==> src/rtl/pll_reset_sequencer.sv <==
// pll_reset_sequencer
//   Reset generator placed after a PLL wrapper. Synchronises the raw lock
//   flag, qualifies it for LOCK_STABLE_CYCLES consecutive cycles, then
//   releases NUM_CHANNELS reset domains in index order, STAGGER_CYCLES apart.
//   Loss of lock or a soft reset re-asserts every domain reset; loss of lock
//   after release has started is recorded in a sticky debug flag.
//
// Ports
//   clock_in      PLL output clock, rising edge
//   rst_n         asynchronous active-low reset
//   pll_lock      raw PLL lock, asynchronous to clock_in
//   soft_reset    one-cycle request to re-run the release sequence
//   clear_sticky  clears lock_lost
//   rst_out       active-high domain resets, registered
//   all_released  high while every rst_out bit is 0, registered
//   lock_lost     sticky: lock dropped during RELEASE or RUN
//   state         0 WAIT_LOCK, 1 STABLE, 2 RELEASE, 3 RUN
module pll_reset_sequencer #(
   parameter int NUM_CHANNELS       = 4,
   parameter int SYNC_STAGES        = 2,
   parameter int LOCK_STABLE_CYCLES = 1024,
   parameter int STAGGER_CYCLES     = 16,
   parameter int CNT_W              = 16
) (
   input  logic                    clock_in,
   input  logic                    rst_n,
   input  logic                    pll_lock,
   input  logic                    soft_reset,
   input  logic                    clear_sticky,
   output logic [NUM_CHANNELS-1:0] rst_out,
   output logic                    all_released,
   output logic                    lock_lost,
   output logic [1:0]              state
);

   localparam int IDX_W = (NUM_CHANNELS > 1) ? $clog2(NUM_CHANNELS) : 1;
   localparam logic [CNT_W-1:0] LOCK_LAST = CNT_W'(LOCK_STABLE_CYCLES - 1);
   localparam logic [CNT_W-1:0] STAG_LAST = CNT_W'(STAGGER_CYCLES - 1);
   localparam logic [IDX_W-1:0] IDX_LAST  = IDX_W'(NUM_CHANNELS - 1);

   typedef enum logic [1:0] {
      WAIT_LOCK = 2'd0,
      STABLE    = 2'd1,
      RELEASE   = 2'd2,
      RUN       = 2'd3
   } state_t;

   state_t                 state_q;
   logic [SYNC_STAGES-1:0] sync_q;
   logic                   lock_sync;
   logic [CNT_W-1:0]       cnt;
   logic [CNT_W-1:0]       stag;
   logic [IDX_W-1:0]       idx;

   assign lock_sync = sync_q[SYNC_STAGES-1];
   assign state     = state_q;

   always_ff @(posedge clock_in or negedge rst_n) begin
      if (!rst_n) begin
         sync_q <= '0;
      end else begin
         sync_q <= {sync_q[SYNC_STAGES-2:0], pll_lock};
      end
   end

   always_ff @(posedge clock_in or negedge rst_n) begin
      if (!rst_n) begin
         state_q      <= WAIT_LOCK;
         cnt          <= '0;
         stag         <= '0;
         idx          <= '0;
         rst_out      <= '1;
         all_released <= 1'b0;
         lock_lost    <= 1'b0;
      end else begin
         // Clear first so a simultaneous set below takes precedence.
         if (clear_sticky) begin
            lock_lost <= 1'b0;
         end

         if (!lock_sync) begin
            if (state_q == RELEASE || state_q == RUN) begin
               lock_lost <= 1'b1;
            end
            state_q      <= WAIT_LOCK;
            cnt          <= '0;
            stag         <= '0;
            idx          <= '0;
            rst_out      <= '1;
            all_released <= 1'b0;
         end else if (soft_reset && (state_q == RELEASE || state_q == RUN)) begin
            state_q      <= RELEASE;
            stag         <= '0;
            idx          <= '0;
            rst_out      <= '1;
            all_released <= 1'b0;
         end else begin
            case (state_q)
               WAIT_LOCK: begin
                  state_q <= STABLE;
                  cnt     <= '0;
                  stag    <= '0;
                  idx     <= '0;
               end
               STABLE: begin
                  if (cnt == LOCK_LAST) begin
                     state_q <= RELEASE;
                     cnt     <= '0;
                     stag    <= '0;
                     idx     <= '0;
                  end else begin
                     cnt <= cnt + CNT_W'(1);
                  end
               end
               RELEASE: begin
                  if (stag == STAG_LAST) begin
                     // Channels release strictly in index order, so the
                     // active-high reset vector simply shifts a 0 in at bit 0.
                     rst_out <= rst_out << 1;
                     stag    <= '0;
                     idx     <= idx + IDX_W'(1);
                     if (idx == IDX_LAST) begin
                        state_q      <= RUN;
                        idx          <= '0;
                        all_released <= 1'b1;
                     end
                  end else begin
                     stag <= stag + CNT_W'(1);
                  end
               end
               RUN: begin
               end
               default: begin
                  state_q <= WAIT_LOCK;
               end
            endcase
         end
      end
   end

endmodule

==> config.mk <==
export PLATFORM = sky130hd
export DESIGN_NAME = pll_reset_sequencer
export DESIGN_NICKNAME = d
export VERILOG_FILES = /design/src/rtl/pll_reset_sequencer.sv
export SDC_FILE = /design/constraint.sdc
export NUM_CORES = 1
export LEC_CHECK = 0
export ABC_AREA = 1
export ABC_CLOCK_PERIOD_IN_PS = 2680
export CAP_MARGIN = 20
export CORE_UTILIZATION = 45
export DETAILED_ROUTE_END_ITERATION = 8
export HOLD_SLACK_MARGIN = 0.02
export PLACE_DENSITY_LB_ADDON = 0.1
export SYNTH_ARGS = -nofsm -noshare
export SYNTH_HDL_FRONTEND = slang
export SYNTH_SLANG_ARGS = --single-unit
export TNS_END_PERCENT = 1
==> constraint.sdc <==
create_clock -name clock_in -period 2.68 [get_ports clock_in]
set_clock_uncertainty 0.15 [all_clocks]
set_input_delay 0.536 -clock clock_in [delete_from_list [all_inputs] [get_ports clock_in]]
set_output_delay 0.536 -clock clock_in [all_outputs]
set_load 0.02 [all_outputs]
## Word level (Yosys, flattened, before mapping)

Cells that the tools add are included.
Widths: inputs -> output; s select.

- Reduce and logical (&&, ||, !) cells: 9
- Eq/ne operators: 15
- $add $sub $neg: 3
- Multiplexer cells: 33

Operator list:

| cell | number |
|---|---|
| $mux 16 | 7 |
| $pmux 16 s3 | 1 |
| $add 16x1->16 const B | 2 |
| $pmux 16 s2 | 1 |
| $mux 2 | 10 |
| $eq 16x10->1 const B | 1 |
| $eq 16x4->1 const B | 1 |
| $mux 4 | 4 |
| $ne 3x1->1 const B | 4 |
| $pmux 2 s3 | 2 |
| $mux 1 | 8 |
| $ne 4x2->1 const B | 2 |
| $eq 2x2->1 const B | 3 |
| $reduce_and 2->1 | 3 |
| $reduce_and 3->1 | 2 |
| $ne 5x1->1 const B | 1 |
| $ne 4x4->1 const B | 1 |
| $reduce_and 4->1 | 1 |
| $add 2x1->2 const B | 1 |
| $eq 2x1->1 const B | 1 |
| $logic_not 2->1 | 1 |
| $ne 2x2->1 const B | 1 |
| $logic_and 1x1->1 | 1 |
| $logic_or 1x1->1 | 1 |

- Word-level logic and storage cells: 68
- Register bits after elaboration: 44

## Longest topological paths before layout

- Depth after elaboration: 6
- Mapped depth: 13
- Depth with buffers taken out: 12

## Least setup slack after synthesis

Ideal clock, no wire load.

- Path kind: register -> register
- Start: register state_q[0], in the netlist state[0]
- End: register cnt[9]
- Data arrival time: 1.830 ns
- Setup slack: 0.581 ns
- Stages on the path, launching flop included: 14
- Setup time: 0.119 ns
- Cell sequence: dfrtp_1 -> inv_1 -> ha_1 -> buf_6 -> nor2_4 -> nor2_4 -> buf_6 -> o21ai_4 -> buf_6 -> nand2_1 -> nor2_1 -> nand3_1 -> nand2_1 -> nor2_1

- Word-level cells in the longest chain between the ends: 5
- Elaborated cells between the ends (all ways): 12
- Those cells by class: eq/ne (5); mux (3); reduce/logical (4)

Ends and longest elaborated chain:

| what | RTL line | text |
|---|---|---|
| start, declared | 48 | `state_t state_q;` |
| start signal, assigned | 68 | `state_q <= WAIT_LOCK;` |
| start signal, assigned | 85 | `state_q <= WAIT_LOCK;` |
| start signal, assigned | 92 | `state_q <= RELEASE;` |
| $eq 2x2->1 | 91 | `end else if (soft_reset && (state_q == RELEASE \|\| state_q == RUN)) begin` |
| $logic_or 1x1->1 | 91 |  |
| $logic_and 1x1->1 | 91 |  |
| $ne 2x2->1 (no source line) | -- |  |
| $reduce_and 2->1 (no source line) | -- |  |
| end signal, assigned | 112 | `cnt <= cnt + CNT_W'(1);` |
| end, declared | 51 | `logic [CNT_W-1:0] cnt;` |

Parallel ways exist; a longest one is shown, timed or not. The select of a mux whose other input is x is not followed.
A chain may end at the register's enable or synchronous reset.

## Worst setup path after layout

Same ends and word-level chain as after synthesis.

==> flow_summary.toml <==
[floorplanning]
fp.dieW_um = 80.57
pin_count = 13
start_util = 0.4691
dieHeight_um = 80.57
dieArea_sq_mm = 0.006491
num_rows = 28
core_sq_mm = 0.005921

[setup_path]
critPathArrivalTime_ps = 2310
cp_slowest_stage_delay_ps = 440
worst_setup_path_end_kind = "flop"
crit_buf_inv = 3
crit_type = "reg -> reg"
crit_path_start_kind = "flop"
crit_path_frequent_cell = "nor2_4"
path_max_fanout = 12
path_cells = "inv_1 > ha_1 > nor2_4 > nor2_4 > o21ai_4 > inv_2 > nor2_4 > inv_1 > nand2_1 > nor2_1"
slowest_stage = "dfrtp_1"
critPathRequiredTime_ps = 2730
crit_family = "simple AND/OR/NAND/NOR gates"

[sta]
finalCriticalPeriod_ps = 2260
finalMaxSlewViolations = 0
setup_viol = 0
worst_pin_slew_ps = 576.8
rsz0062_at_grt = "no"
fin_crit_sh = 0.8433
hold_viol = 0
fmax_ghz = 0.4425
max-slew-margin-rel = 0.6154
final.setup.tns_ps = 0

[synth]
synthesis.nets = 391
yosysTopAreaCell = "dfrtp_1"
ys_types = 34
syn_area_per_cell_sq_um = 7.329
synth_top_cells_by_area = "dfrtp_1, nand2_1, nor2_1"
ys.flop_type = "dfrtp_1"
synth_edf_count = 0
syn-cell-area_sq_mm = 0.002778
yosysSeqAreaShare = 0.3982
ys_ff_latch = 44
yosys.area.top_type_share = 0.3604
synthArstFlopShare = 1.000
yosys_warnings = 0
synth_cells = 379

[drt]
drc = 0
ant_nets = 0
drtPass1Iterations = 4
viasPerCell = 5.115
via_count = 2404
drt_iter0_drc = 170
wl_mm = 6.034
drt-wirelength-per-cell_um = 12.84

[power]
power.total_mw = 1.782
cellLeakagePower_nw = 1.463
internal_power_mw = 1.093
p_per_area_mw_per_mm2 = 589.3
pwr-share-comb = 0.333
vdd_ir_drop_max_uv = 401.5
clkPwrFrac = 0.250
p_sw_mw = 0.6893
p_seq_frac = 0.416
p_sw_frac = 0.3868

[placed_design]
gp_congestion = 0.8854
io_buffers = 12
place_hpwl_mm = 4.452

[clock_network]
numCtsBuffers = 5
post_cts_buffers = 0
clockBufferDepth = 2
cts_tree = "yes"
clock_sinks = 44
path_clk_slew_ps = 80
htreeDepth = 2
cts_root_buf = "clkbuf_8"
cts_hold_buf = 0
clock_latency_ps = 300
cts_resized = 0

[global_route]
grt_max_degree = 45
first_global_vias = 2172
grt_antenna_before_repair = 0
grt_overflow_total = 0
grt_pass1_wl_mm = 10.49
gr-usage-all-layers = 0.2125

[cells_and_area]
diodes = 0
drive_gt1_frac = 0.09873
area_delta_synth_final_pct = 8.874
mostFrequentLayoutCell = "nand2_1"
fill_cells = 593
mostFrequentLayoutCells = "nand2_1, nor2_1, inv_1, dfrtp_1, nand3_1"
nNetsFinal = 406

[job]
drv_cap = 0

[run_status]
status = "finished, final reports clean"

[min_path]
hold_class = "in -> async"
## metal layers
| layer | vias to the layer above | routed length (um) | GRT usage |
|---|---|---|---|
| li1 | 1234 | - | - |
| met1 | 1109 | 3174 | 0.3265 |
| met4 | 0 | 90 | 0.07321 |
| met3 | 10 | 292 | 0.03636 |
| met2 | 51 | 2476 | 0.2932 |
| met5 | - | 0 | 0 |
## cell families (layout without fill, tap and decap cells)
logic type	Yosys count	after routing	synth area share
and+or+nand+nor	221	221	0.3658
buffers and inverters	59	75	0.09865
xor gates and xnor gates	8	8	0.02523
adders and majority gates	7	7	0.03153
AOI/OAI and AO/OA	40	40	0.08063
DFF	44	44	0.3982
## worst reg2reg max path, delay by kind of cell (launching register included)
family | cells | cell delay [ps]
flip-flops | 1 | 440
adder cells (fa/ha/maj) | 1 | 250
buffers and inverters | 3 | 350
AO/OA/AOI/OAI | 1 | 360
AND/OR/NAND/NOR | 5 | 600
## power by group through the flow
| stage | sequential [mW] | combinational, mW | clock (mW) |
|---|---|---|---|
| detailed placement | 0.754 | 0.599 | 0 |
| global route | 0.747 | 0.672 | 0.484 |
| finish | 0.742 | 0.594 | 0.446 |
| floorplan | 0.764 | 0.453 | 0 |
| global placement | 0.753 | 0.593 | 0 |
| CTS | 0.742 | 0.602 | 0.461 |
## through the flow
| stage | setup WS (ps) | util | instances | hold WS [ps] | cell area [sq um] |
|---|---|---|---|---|---|
| after floorplan | 581.3 | - | 379 | 90.41 | 2778 |
| after global routing | 199.0 | 0.5108 | 470 | 228.6 | 3024 |
| final | 419.9 | 0.5108 | 470 | 160.7 | 3024 |
| after detailed placement | 184.7 | 0.4956 | 462 | 187.2 | 2934 |
| after global placement | 217.8 | 0.4956 | 462 | 184.3 | 2934 |
| after CTS | 387.5 | 0.5108 | 470 | 183.9 | 3024 |
## worst paths after layout
check	startpoint	endpoint	slack (ps)	cells past startpoint
worst max-delay path	state[0]$_DFFE_PN0P_	cnt[9]$_DFFE_PN0P_	420	10
worst min-delay path	rst_n	stag[13]$_DFFE_PN0P_	160	2
worst max register to register	state[0]$_DFFE_PN0P_	cnt[9]$_DFFE_PN0P_	420	10
worst min register to register	sync_q[0]$_DFF_PN0_	sync_q[1]$_DFF_PN0_	220	0
max in group asynchronous	rst_n	cnt[4]$_DFFE_PN0P_	1830	2
min in group clock_in	sync_q[0]$_DFF_PN0_	sync_q[1]$_DFF_PN0_	220	0
## flip-flops by register name (all words and copies together) (netlist names)
register	cells
lock_lost	1
all_released	1
rst_out	4
stag	16
sync_q	2
state	2
cnt	16
idx	2
## layout make-up
| type | instances | area [sq um] | share of cell area |
|---|---|---|---|
| timing repair buffer | 16 | 145.1 | 0.04799 |
| clock buffer | 8 | 90.09 | 0.02979 |
| multi-input combinational | 276 | 1398 | 0.4621 |
| sequential | 44 | 1106 | 0.3657 |
| inverter | 51 | 191.4 | 0.06330 |
| tap | 75 | 93.84 | 0.03103 |
## synth_stat cells, types with 5 or more instances
library cell  instances
buf_6                 5
nor2_1               53
nand2_1              95
ha_1                  7
o21ai_0              21
inv_1                46
nand4_1               9
nor3_1                9
dfrtp_1              40
nand3_1              35
inv_2                 5
a21oi_1               8
xor2_1                8
(Power assumes the default switching activity.)
